**config.mk**
```make
export PLATFORM = sky130hd
export DESIGN_NAME = shiftreg_seq
export DESIGN_NICKNAME = d
export VERILOG_FILES = /design/src/rtl/shiftreg_seq.sv
export SDC_FILE = /design/constraint.sdc
export NUM_CORES = 1
export LEC_CHECK = 0
export CAP_MARGIN = 40
export CORE_ASPECT_RATIO = 0.8
export CORE_MARGIN = 1
export CORE_UTILIZATION = 35
export DETAILED_ROUTE_END_ITERATION = 12
export GPL_ROUTABILITY_DRIVEN = 0
export PLACE_DENSITY = 0.68
export SLEW_MARGIN = 40
export SYNTH_ARGS = -nofsm -noshare
export SYNTH_HDL_FRONTEND = slang
export SYNTH_SLANG_ARGS = --single-unit
```
**constraint.sdc**
```tcl
create_clock -name clk_i -period 2.6 [get_ports clk_i]
set_clock_uncertainty 0.1 [all_clocks]
set_input_delay 0.65 -clock clk_i [delete_from_list [all_inputs] [get_ports clk_i]]
set_output_delay 0.65 -clock clk_i [all_outputs]
set_load 0.03 [all_outputs]
```
**src/rtl/shiftreg_seq.sv**
```systemverilog
// -----------------------------------------------------------------------------
// shiftreg_seq
//
// Sequencing controller for the 8-bit pixel shift register in the VGA timing
// path. A line-start command fetches len_i bytes from an upstream source over a
// req/ack handshake into a one-byte prefetch buffer. Each byte is then
// serialized as exactly 8 pixel slots (1 load + 7 shifts) on pixel-enable
// cycles. The register is blanked (loaded with 0x00) at line end and on
// underrun.
//
// Ports
//   clk_i       system clock, rising edge
//   rst_ni      asynchronous active-low reset
//   start_i     line-start pulse, honoured only while idle
//   len_i       bytes per line, sampled with start_i (0 is legal)
//   pix_cen_i   pixel clock enable, one pixel slot per high cycle
//   req_o       byte request to the upstream source
//   ack_i       byte acknowledge, data_i valid while high
//   data_i      fetched byte
//   sr_data_o   shift register parallel load data
//   sr_load_o   shift register load strobe
//   sr_dir_o    shift register direction, constant DIR
//   sr_cen_o    shift register shift enable
//   busy_o      high whenever a line is in progress
//   done_o      one-cycle pulse when a line completes or aborts
//   underrun_o  sticky underrun flag, cleared by the next non-empty start
// -----------------------------------------------------------------------------
module shiftreg_seq #(
  parameter bit DIR = 1'b1
) (
  input  logic       clk_i,
  input  logic       rst_ni,
  input  logic       start_i,
  input  logic [7:0] len_i,
  input  logic       pix_cen_i,
  output logic       req_o,
  input  logic       ack_i,
  input  logic [7:0] data_i,
  output logic [7:0] sr_data_o,
  output logic       sr_load_o,
  output logic       sr_dir_o,
  output logic       sr_cen_o,
  output logic       busy_o,
  output logic       done_o,
  output logic       underrun_o
);

  typedef enum logic [1:0] {
    ST_IDLE     = 2'd0,
    ST_PREFETCH = 2'd1,
    ST_RUN      = 2'd2,
    ST_ABORT    = 2'd3
  } state_t;

  state_t     state_q, state_d;
  logic [7:0] fetch_left_q, fetch_left_d;
  logic [7:0] load_left_q, load_left_d;
  logic [2:0] bit_cnt_q, bit_cnt_d;
  logic [7:0] buf_q, buf_d;
  logic       full_q, full_d;
  logic       req_q, req_d;
  logic       done_q, done_d;
  logic       underrun_q, underrun_d;
  logic       ack_take;

  always_comb begin
    state_d      = state_q;
    fetch_left_d = fetch_left_q;
    load_left_d  = load_left_q;
    bit_cnt_d    = bit_cnt_q;
    buf_d        = buf_q;
    full_d       = full_q;
    req_d        = req_q;
    done_d       = 1'b0;
    underrun_d   = underrun_q;
    sr_load_o    = 1'b0;
    sr_cen_o     = 1'b0;
    sr_data_o    = 8'h00;

    // A byte is only taken while a request is outstanding; a stray ack is
    // ignored. While req_q is high the buffer is always empty, so the capture
    // can never collide with a load that empties the buffer.
    ack_take = req_q & ack_i;
    if (ack_take) begin
      buf_d        = data_i;
      full_d       = 1'b1;
      fetch_left_d = fetch_left_q - 8'd1;
    end

    unique case (state_q)
      ST_IDLE: begin
        if (start_i) begin
          if (len_i != 8'd0) begin
            fetch_left_d = len_i;
            load_left_d  = len_i;
            bit_cnt_d    = 3'd0;
            full_d       = 1'b0;
            underrun_d   = 1'b0;
            state_d      = ST_PREFETCH;
          end else begin
            done_d = 1'b1;
          end
        end
      end

      ST_PREFETCH: begin
        if (full_q) begin
          bit_cnt_d = 3'd0;
          state_d   = ST_RUN;
        end
      end

      ST_RUN: begin
        if (pix_cen_i) begin
          if (bit_cnt_q == 3'd0) begin
            sr_load_o = 1'b1;
            if (load_left_q != 8'd0) begin
              if (full_q) begin
                sr_data_o   = buf_q;
                full_d      = 1'b0;
                load_left_d = load_left_q - 8'd1;
                bit_cnt_d   = 3'd1;
              end else begin
                // Byte not there in time: blank the register and abort.
                underrun_d = 1'b1;
                state_d    = ST_ABORT;
              end
            end else begin
              // Slot after the last byte's 7th shift: blank and finish.
              done_d  = 1'b1;
              state_d = ST_IDLE;
            end
          end else begin
            sr_cen_o  = 1'b1;
            bit_cnt_d = bit_cnt_q + 3'd1;
          end
        end
      end

      ST_ABORT: begin
        // An outstanding request must still be completed; the byte it
        // returns is dropped along with the rest of the line.
        if (!req_q || ack_i) begin
          fetch_left_d = 8'd0;
          load_left_d  = 8'd0;
          bit_cnt_d    = 3'd0;
          full_d       = 1'b0;
          done_d       = 1'b1;
          state_d      = ST_IDLE;
        end
      end

      default: state_d = ST_IDLE;
    endcase

    // Request holds until acked; otherwise it rises as soon as the buffer is
    // (or is about to be) empty and bytes remain, which lets the next fetch
    // start in the cycle right after a load.
    if (req_q) begin
      req_d = ~ack_i;
    end else begin
      req_d = ((state_d == ST_PREFETCH) || (state_d == ST_RUN)) &&
              !full_d && (fetch_left_d != 8'd0);
    end
  end

  always_ff @(posedge clk_i or negedge rst_ni) begin
    if (!rst_ni) begin
      state_q      <= ST_IDLE;
      fetch_left_q <= 8'd0;
      load_left_q  <= 8'd0;
      bit_cnt_q    <= 3'd0;
      full_q       <= 1'b0;
      req_q        <= 1'b0;
      done_q       <= 1'b0;
      underrun_q   <= 1'b0;
    end else begin
      state_q      <= state_d;
      fetch_left_q <= fetch_left_d;
      load_left_q  <= load_left_d;
      bit_cnt_q    <= bit_cnt_d;
      full_q       <= full_d;
      req_q        <= req_d;
      done_q       <= done_d;
      underrun_q   <= underrun_d;
    end
  end

  // Buffer contents are qualified by full_q, so they need no reset.
  always_ff @(posedge clk_i) begin
    buf_q <= buf_d;
  end

  assign req_o      = req_q;
  assign sr_dir_o   = DIR;
  assign busy_o     = (state_q != ST_IDLE);
  assign done_o     = done_q;
  assign underrun_o = underrun_q;

endmodule

```
==> results of run 1 <==
## cell usage after synthesis (all sizes together), types with 3 or more instances
| master | n | share of area |
|---|---|---|
| edfxtp | 8 | 0.11 |
| o22ai | 5 | 0.014 |
| clkbuf | 9 | 0.015 |
| a221o | 3 | 0.014 |
| nand3b | 3 | 0.010 |
| nor4b | 3 | 0.015 |
| nor2 | 15 | 0.025 |
| nor3 | 8 | 0.018 |
| nand2 | 15 | 0.025 |
| a211oi | 3 | 0.010 |
| a31oi | 8 | 0.022 |
| or3 | 5 | 0.014 |
| dfrtp | 25 | 0.28 |
| and3 | 11 | 0.031 |
| a21oi | 21 | 0.047 |
| xnor2 | 5 | 0.020 |
| a22oi | 4 | 0.013 |
| ha | 8 | 0.045 |
| and2 | 3 | 0.0084 |
| o21ai | 18 | 0.040 |
| buf | 3 | 0.011 |
| inv | 17 | 0.029 |
| o31ai | 3 | 0.016 |
## power groups by stage
stage               clock (uW)  sequential, uW  combinational (uW)
finish                     376             939                2100
global route               407             963                2300
CTS                        386             930                2010
detailed placement           0             929                1990
global placement             0             926                1960
floorplan                    0             877                1350
## routing by layer
| layer | vias to the layer above | track usage | wire (um) |
|---|---|---|---|
| li1 | 1085 | - | - |
| met1 | 1070 | 0.282 | 3090 |
| met5 | - | 0 | 0 |
| met2 | 71 | 0.313 | 2720 |
| met3 | 7 | 0.0362 | 342 |
| met4 | 0 | 0.0564 | 66 |
## path summary, 6_finish.rpt
path | start | endpoint | slack, ns | cells after the start
max in group asynchronous | rst_ni | load_left_q[4] | 1.51 | 2
min in group asynchronous | rst_ni | bit_cnt_q[0] | 0.63 | 2
max | load_left_q[0] | sr_data_o[0] | 0.06 | 6
min reg2reg | load_left_q[1] | load_left_q[1] | 0.45 | 2
max reg2reg | state_q[0] | req_o | 0.15 | 8
min | load_left_q[1] | load_left_q[1] | 0.45 | 2
## cell usage in the layout, fill, tap and decap left out, drive strengths merged, types with 6 or more instances in the layout
cell type / synthesis / routed
a21oi: 21 / 21
a31oi: 8 / 8
and3: 11 / 11
buf: 3 / 56
clkbuf: 9 / 6
clkdlybuf4s50: 0 / 19
dfrtp: 25 / 25
edfxtp: 8 / 8
ha: 8 / 8
inv: 17 / 17
nand2: 15 / 15
nor2: 15 / 15
nor3: 8 / 8
o21ai: 18 / 18
## kinds of logic after synthesis
group                      count (synthesis)  share of synthesized area
AOI/OAI and AO/OA                         86                      0.260
xor gates and xnor gates                   7                     0.0275
adders and majority gates                  8                     0.0449
buffers and inverters                     29                     0.0544
DFF                                       33                      0.388
muxes                                      1                    0.00505
other                                      1                    0.00168
and+or+nand+nor                           84                      0.218
## stage by stage
step	instances	setup WS (ns)	TNS [ns]
2_1_floorplan	249	0.126	0
3_5_place_dp	394	-0.268	-3.50
5_1_grt	406	-0.0260	-0.0260
3_3_place_gp	394	-0.215	-2.60
6_report	406	0.0570	0
4_1_cts	405	0.0209	0
## area by class of cell
| class | count | area [sq um] | area share |
|---|---|---|---|
| Tap cell | 81 | 101 | 0.0328 |
| Inverter | 17 | 63.8 | 0.0206 |
| Sequential cell | 33 | 866 | 0.280 |
| Timing Repair Buffer | 80 | 673 | 0.218 |
| Clock buffer | 6 | 72.6 | 0.0235 |
| Multi-Input combinational cell | 187 | 1310 | 0.423 |
| Clock inverter | 2 | 10.0 | 0.00323 |
## registers in the layout, summed over array words and instances, names as in the netlist
| register | flops |
|---|---|
| bit_cnt_q | 3 |
| buf_q | 8 |
| done_o | 1 |
| fetch_left_q | 8 |
| full_q | 1 |
| load_left_q | 8 |
| req_o | 1 |
| state_q | 2 |
| underrun_o | 1 |
## critical path: stages, from the launching register on
cell	delay [ns]
dfrtp_1	0.41
inv_1	0.07
ha_2	0.18
nor4b_4	0.32
a21oi_4	0.14
and3_1	0.22
buf_4	0.16
## timing repair
action | CTS | global route
gates resized for setup | 2 | 15
pin swaps | 1 | 6
gates cloned | 0 | 0
setup buffers | 3 | 2
setup endpoints to repair | 10 | 14
==> results_dict.tcl, run 1 <==
set metrics [dict create \
    clock_latency_ns 0.29 \
    syn_to_final_growth_pct 38.7 \
    grt_pass1_wl_um 10300 \
    slew_headroom 0.588 \
    htree_levels 2 \
    drt-total-wl_um 6210 \
    drive_gt1_frac 0.243 \
    status "finished clean" \
    drv_slew 0 \
    drc_errors 0 \
    worstPathArrival_ns 1.79 \
    p_sw_uw 1560 \
    peakVddDrop_v 0.000482 \
    fin_area_sq_mm 0.00309 \
    synth.distinct_cells 64 \
    clkPwrFrac 0.110 \
    timing.fmax_mhz 393 \
    syn_avg_cell_area_sq_um 8.96 \
    die_w_um 91.3 \
    worstPathMaxFanout 9 \
    vias 2233 \
    worstSetupPathType "reg -> out" \
    initial_utilization 0.370 \
    drt_pass1_iterations 5 \
    drt_iter0_markers 130 \
    tightest_slew_ns 0.614 \
    synth_fp_nets 278 \
    hold_path.class "reg -> reg" \
    yosysWarnings 0 \
    leakage_uw 0.00136 \
    cts_tree "built" \
    setup_violations 0 \
    postSynthCellCount 249 \
    combPwrFrac 0.615 \
    grt_start_max_net_pins 26 \
    clkSlewWorstSetupHoldPaths_ns 0.07 \
    hold_ws_ns 0.446 \
    internal_power_uw 1860 \
    antenna_found_initial 0 \
    clock_sinks 33 \
    rows 25 \
    numCtsBuffers 5 \
    clockRootBuffer "clkbuf_8" \
    final_nets 353 \
    min_period_ns 2.54 \
    ys_ff_latch 33 \
    final.fill_count 569 \
    postSynth.asyncResetShare 0.758 \
    grt_pass1_vias 2097 \
    cp.required_ns 1.85 \
    pin_count 36 \
    diodes 0 \
    grt_overflow 0 \
    hold_viol 0 \
    drv_cap 0 \
    ant_nets 0 \
    ys_seq_area_frac 0.388 \
    cts_max_path_buffers 2 \
    utilization 0.513 \
    dpl.hpwl_um 4680 \
    p_seq_frac 0.275 \
    cp-start-kind "flop" \
    fin_crit_sh 0.978 \
    synth_area_sq_mm 0.00223 \
    die_area_sq_mm 0.00670 \
    switching_share 0.455 \
    grt_setup_unrepaired "yes" \
    drt-wirelength-per-cell_um 15.3 \
    numPortBuffers 34 \
    synth_edf_count 8 \
    p_total_uw 3420 \
    fp.dieH_um 73.4 \
    cts_hold_buf 0 \
    p_per_area_mw_per_mm2 1110 \
    viasPerCell 5.50 \
    grt_usage 0.199 \
    endpoint_kind "primary output" \
    synth_flop_cell "dfrtp_1" \
    place_area_sq_mm 0.00291 \
    core_sq_mm 0.00604 \
]
Note: power is estimated with default switching activity, not from simulation.
==> inputs of run 2 (changes only) <==
--- a/config.mk
+++ b/config.mk
@@ -11,6 +11,7 @@
 export CORE_UTILIZATION = 35
 export DETAILED_ROUTE_END_ITERATION = 12
 export GPL_ROUTABILITY_DRIVEN = 0
+export GPL_TIMING_DRIVEN = 0
 export PLACE_DENSITY = 0.68
 export SLEW_MARGIN = 40
 export SYNTH_ARGS = -nofsm -noshare
==> run 2 against run 1 <==
Effect of this change:
- routed wire length increased by 0.95%
- combinational power about the same
- via count down 3.1%
- sequential share of layout area grew 1.3 points
- power increased by 0.45%
- critical path type is now reg -> reg
- critical endpoint is now load_left_q[2]
- largest power group unchanged
==> results_dict.tcl, run 2 (synthesized netlist as in run 1, its figures left out) <==
set metrics [dict create \
    grt_pass1_vias 2031 \
    min_period_ns 2.57 \
    final_cell_count_no_fill 387 \
    grtUsageMet1 0.289 \
    vias 2163 \
    grt_setup_unrepaired "yes" \
    grt_start_max_net_pins 26 \
    drt_pass1_iterations 4 \
    cp-start-kind "flop" \
    setup_violations 0 \
    syn_to_final_growth_pct 32.7 \
    status "finished clean" \
    grt_overflow 0 \
    drv_cap 0 \
    htree_levels 2 \
    dp_cells 364 \
    tightest_slew_ns 0.582 \
    worstPathMaxFanout 6 \
    top_usage_layer "met1" \
    cts_tree "built" \
    drc_errors 0 \
    worstSetupPathType "reg -> reg" \
    leakage_uw 0.00123 \
    cp.required_ns 2.68 \
    hold_path.class "in -> async" \
    use_met3 0.0424 \
    drt_iter0_markers 180 \
    r2r-start "bit_cnt_q[0]" \
    drive_gt1_frac 0.212 \
    diodes 0 \
    core_sq_mm 0.00604 \
    hold_viol 0 \
    p_per_area_mw_per_mm2 1160 \
    timing.fmax_mhz 389 \
    cts_hold_buf 0 \
    rows 25 \
    viasPerCell 5.59 \
    endpoint_kind "flop" \
    clockRootBuffer "clkbuf_8" \
    setup_ws_ns 0.0280 \
    clkSlewWorstSetupHoldPaths_ns 0.07 \
    top_regs "buf_q x8, fetch_left_q x8, load_left_q x8" \
    clock_sinks 33 \
    hold_ws_ns 0.251 \
    die_area_sq_mm 0.00670 \
    fp.dieH_um 73.4 \
    met2_usage 0.287 \
    worstPathArrival_ns 2.65 \
    p_total_uw 3430 \
    dpl.hpwl_um 4290 \
    grt_pass1_wl_um 10100 \
    drt-wirelength-per-cell_um 16.2 \
    layout_commonest_cell "dfrtp_1" \
    grt_usage 0.196 \
    numPortBuffers 34 \
    ant_nets 0 \
    die_w_um 91.3 \
    pin_count 36 \
    final_cell_mix "dfrtp_1 (25), buf_4 (22), a21oi_1 (20)" \
    cts_max_path_buffers 2 \
    initial_utilization 0.370 \
    slew_headroom 0.612 \
    drv_slew 0 \
    clock_latency_ns 0.29 \
    post-place-ws_ns -0.805 \
    antenna_found_initial 0 \
    peakVddDrop_v 0.000717 \
    fin_crit_sh 0.989 \
    final_nets 334 \
    drt-total-wl_um 6270 \
    crit_start "bit_cnt_q[0]" \
    numCtsBuffers 5 \
]
[run 2: changes by cell type in the layout (fill, tap and decap cells not counted), moves of 3 or more]
cell             delta
clkbuf_1            +5
buf_2               +3
dlygate4sd2_1       +4
clkdlybuf4s50_1     -4
inv_1               -5
inv_2               +4
buf_4              -33
[run 2: what timing repair did]
| item | 4_1_cts | 5_1_grt |
|---|---|---|
| pin swaps | 6 | 9 |
| gates cloned | 1 | 1 |
| buffers inserted | 9 | 5 |
| gates resized for setup | 76 | 20 |
| setup endpoints to repair | 20 | 19 |
[run 2: metrics by stage]
step | utilization | area [sq um] | TNS (ns)
after floorplan | - | 2230 | 0
after global placement | 0.443 | 2670 | -13.28
after detailed placement | 0.442 | 2670 | -13.02
after CTS | 0.474 | 2860 | 0
after global routing | 0.490 | 2960 | -0.370
final | 0.490 | 2960 | 0
[run 2: power breakdown]
group          switching, uW  total [uW]  internal (uW)
clock                    202         388            186
combinational           1210        2130            916
sequential               199         916            717
[run 2: final cells by class]
type	count	area, sq um
fill	601	3080
multi-input combinational	188	1350
sequential	33	866
timing repair buffer	49	427
tap	81	101
clock buffer	6	72.6
buffer	11	68.8
inverter	17	67.6
clock inverter	2	10.0
[run 2: worst paths after layout]
check	slack, ns	depth (start not counted)	endpoint
worst max-delay path	0.03	10	load_left_q[2]
worst min-delay path	0.25	1	req_o
worst max register to register	0.03	10	load_left_q[2]
worst min register to register	0.46	2	load_left_q[1]
max in group asynchronous	1.77	1	fetch_left_q[4]
min in group clk_i	0.46	2	load_left_q[1]
[run 2: layer usage]
metal,part of all wire,wire length (um)
met5,0,0
met4,0.0089,56
met3,0.077,480
met2,0.42,2630
met1,0.50,3110
[run 2: worst max-delay path, stage by stage, from the launching register on]
cell and delay, ns:
dfrtp_1 0.40, inv_2 0.08, ha_4 0.14, nand3b_1 0.16, buf_4 0.19, a211o_1 0.26
a221o_2 0.36, buf_6 0.14, buf_4 0.15, buf_4 0.13, o32a_1 0.33
==> inputs of run 3 (changes only) <==
--- a/config.mk
+++ b/config.mk
@@ -9,6 +9,7 @@
 export CORE_ASPECT_RATIO = 0.8
 export CORE_MARGIN = 1
 export CORE_UTILIZATION = 35
+export CTS_CLUSTER_DIAMETER = 40
 export DETAILED_ROUTE_END_ITERATION = 12
 export GPL_ROUTABILITY_DRIVEN = 0
 export GPL_TIMING_DRIVEN = 0
==> constraint.sdc (replaced) <==
create_clock -name clk_i -period 2.6 [get_ports clk_i]
set_clock_uncertainty 0.1 [all_clocks]
set_input_delay 0.39 -clock clk_i [delete_from_list [all_inputs] [get_ports clk_i]]
set_output_delay 0.39 -clock clk_i [all_outputs]
set_load 0.03 [all_outputs]
==> run 3 against run 2 <==
Effect of this change:
- largest cell class unchanged
- power decreased by 7.5%
- register-to-register slack improved by 0.13 ns
- first-iteration DRC count fell by 7.8%
- the flow now finishes with violations (hold timing)
- critical path type is now in -> reg
- cell count shrank 3.6%
- utilization shrank 3.5 points
- routed wire length is 7.0% lower
- clock power rose by 1%
- sequential share of layout area rose by 2.3 points
- flip-flop and latch count unchanged
==> results_dict.tcl, run 3 (synthesized netlist as in run 1, its figures left out) <==
set metrics [dict create \
    status "finished with violations" \
    violations "hold timing" \
    reg2reg_slack_ns 0.16 \
    timing.fmax_mhz 402 \
    dpl.hpwl_um 4290 \
    leakage_uw 0.00113 \
    drv_cap 0 \
    r2r_end "req_o" \
    r2r_cells 8 \
    grt_overflow 0 \
    min_period_ns 2.49 \
    drt-wirelength-per-cell_um 15.6 \
    ant_nets 0 \
    layout_commonest_cell "dfrtp_1" \
    hold_viol 19 \
    cp-start-kind "input pin" \
    grt_start_max_net_pins 26 \
    tightest_slew_ns 0.585 \
    p_per_area_mw_per_mm2 1160 \
    final_nets 320 \
    drt_pass1_iterations 4 \
    numPortBuffers 34 \
    numCtsBuffers 5 \
    htree_levels 2 \
    setup_violations 0 \
    cp.required_ns 2.67 \
    setup_tns_ns 0 \
    grt_pass1_vias 1966 \
    final.fill_count 616 \
    fin_crit_sh 0.958 \
    drc_errors 0 \
    drt_iter0_markers 166 \
    crit_start "len_i[3]" \
    fp.dieH_um 73.4 \
    cts_hold_buf 0 \
    clock_latency_ns 0.29 \
    r2r-start "state_q[0]" \
    drv_slew 0 \
    peakVddDrop_v 0.000698 \
    die_area_sq_mm 0.00670 \
    cts_tree "built" \
    grt_pass1_wl_um 9770 \
    drt-total-wl_um 5840 \
    top_regs "buf_q x8, fetch_left_q x8, load_left_q x8" \
    vias 2065 \
    p_total_uw 3180 \
    grt_usage 0.189 \
    cts_max_path_buffers 2 \
    hold_ws_ns -0.0111 \
    syn_to_final_growth_pct 23.2 \
    pin_count 36 \
    grt_setup_unrepaired "yes" \
    final_cell_mix "dfrtp_1 (25), clkdlybuf4s50_1 (23), a21oi_1 (20), inv_1 (17)" \
    clock_sinks 33 \
    hold_path.class "in -> async" \
    antenna_found_initial 0 \
    endpoint_kind "flop" \
    initial_utilization 0.370 \
    slew_headroom 0.610 \
    worstPathMaxFanout 10 \
    clkSlewWorstSetupHoldPaths_ns 0.07 \
    worstPathArrival_ns 2.57 \
    clockRootBuffer "clkbuf_8" \
    diodes 0 \
    worstSetupEndpoint "load_left_q[6]" \
    rows 25 \
    core_sq_mm 0.00604 \
    die_w_um 91.3 \
    viasPerCell 5.54 \
    worstSetupPathType "in -> reg" \
    drive_gt1_frac 0.123 \
]
==> run 3: routing by layer <==
| metal | share of wire | up-vias | GRT usage |
|---|---|---|---|
| met5 | 0 | - | 0 |
| li1 | - | 1022 | - |
| met1 | 0.54 | 972 | 0.282 |
| met2 | 0.39 | 63 | 0.276 |
| met3 | 0.057 | 8 | 0.0404 |
| met4 | 0.0098 | 0 | 0.0529 |
==> run 3: through the flow <==
stage	hold WS [ns]	utilization	instance area (sq um)	instances	worst slack, ns
finish	-0.0111	0.455	2750	373	0.110
global route	0.0459	0.455	2750	373	-0.00429
CTS	0.0231	0.458	2770	373	0.0185
detailed placement	0.327	0.442	2670	364	-0.285
global placement	0.424	0.443	2670	364	-0.318
floorplan	-0.00559	-	2230	249	0.354
==> run 3: where the power goes <==
| part | total [uW] | internal, uW | switching (uW) |
|---|---|---|---|
| Clock | 393 | 186 | 207 |
| Sequential | 911 | 718 | 193 |
| Combinational | 1870 | 769 | 1100 |
| Total | 3180 | 1670 | 1500 |
==> run 3: repair_timing <==
| item | 4_1_cts | 5_1_grt |
|---|---|---|
| pin swaps | 0 | 1 |
| resized for setup | 15 | 20 |
| gates cloned | 0 | 0 |
| endpoints found under the setup margin | 10 | 14 |
| buffers inserted | 1 | 1 |
==> run 3: area by class of cell <==
type	count	area [sq um]	share of cell area
tap	81	101	0.0369
sequential	33	866	0.315
multi-input combinational	187	1270	0.462
inverter	17	63.8	0.0232
buffer	11	57.6	0.0209
timing repair buffer	36	308	0.112
clock inverter	2	10.0	0.00364
clock buffer	6	72.6	0.0264
==> run 3: worst min-delay path by stage <==
stage / start / end / slack [ns] / cells after the start
4_1_cts: rst_ni / load_left_q[2] / 0.02 / 1
6_report: rst_ni / req_o / -0.01 / 1
5_1_grt: rst_ni / load_left_q[2] / 0.05 / 1
2_1_floorplan: rst_ni / bit_cnt_q[0] / -0.006 / 0
3_3_place_gp: load_left_q[1] / load_left_q[1] / 0.42 / 2
3_5_place_dp: rst_ni / load_left_q[6] / 0.33 / 1
==> run 3: worst max-delay path: stages <==
cell and delay, ns:
clkdlybuf4s50_1 0.51, or4_4 0.62, o31ai_4 0.28, a221o_2 0.24, buf_6 0.15, o21ai_1 0.08
a221o_1 0.29
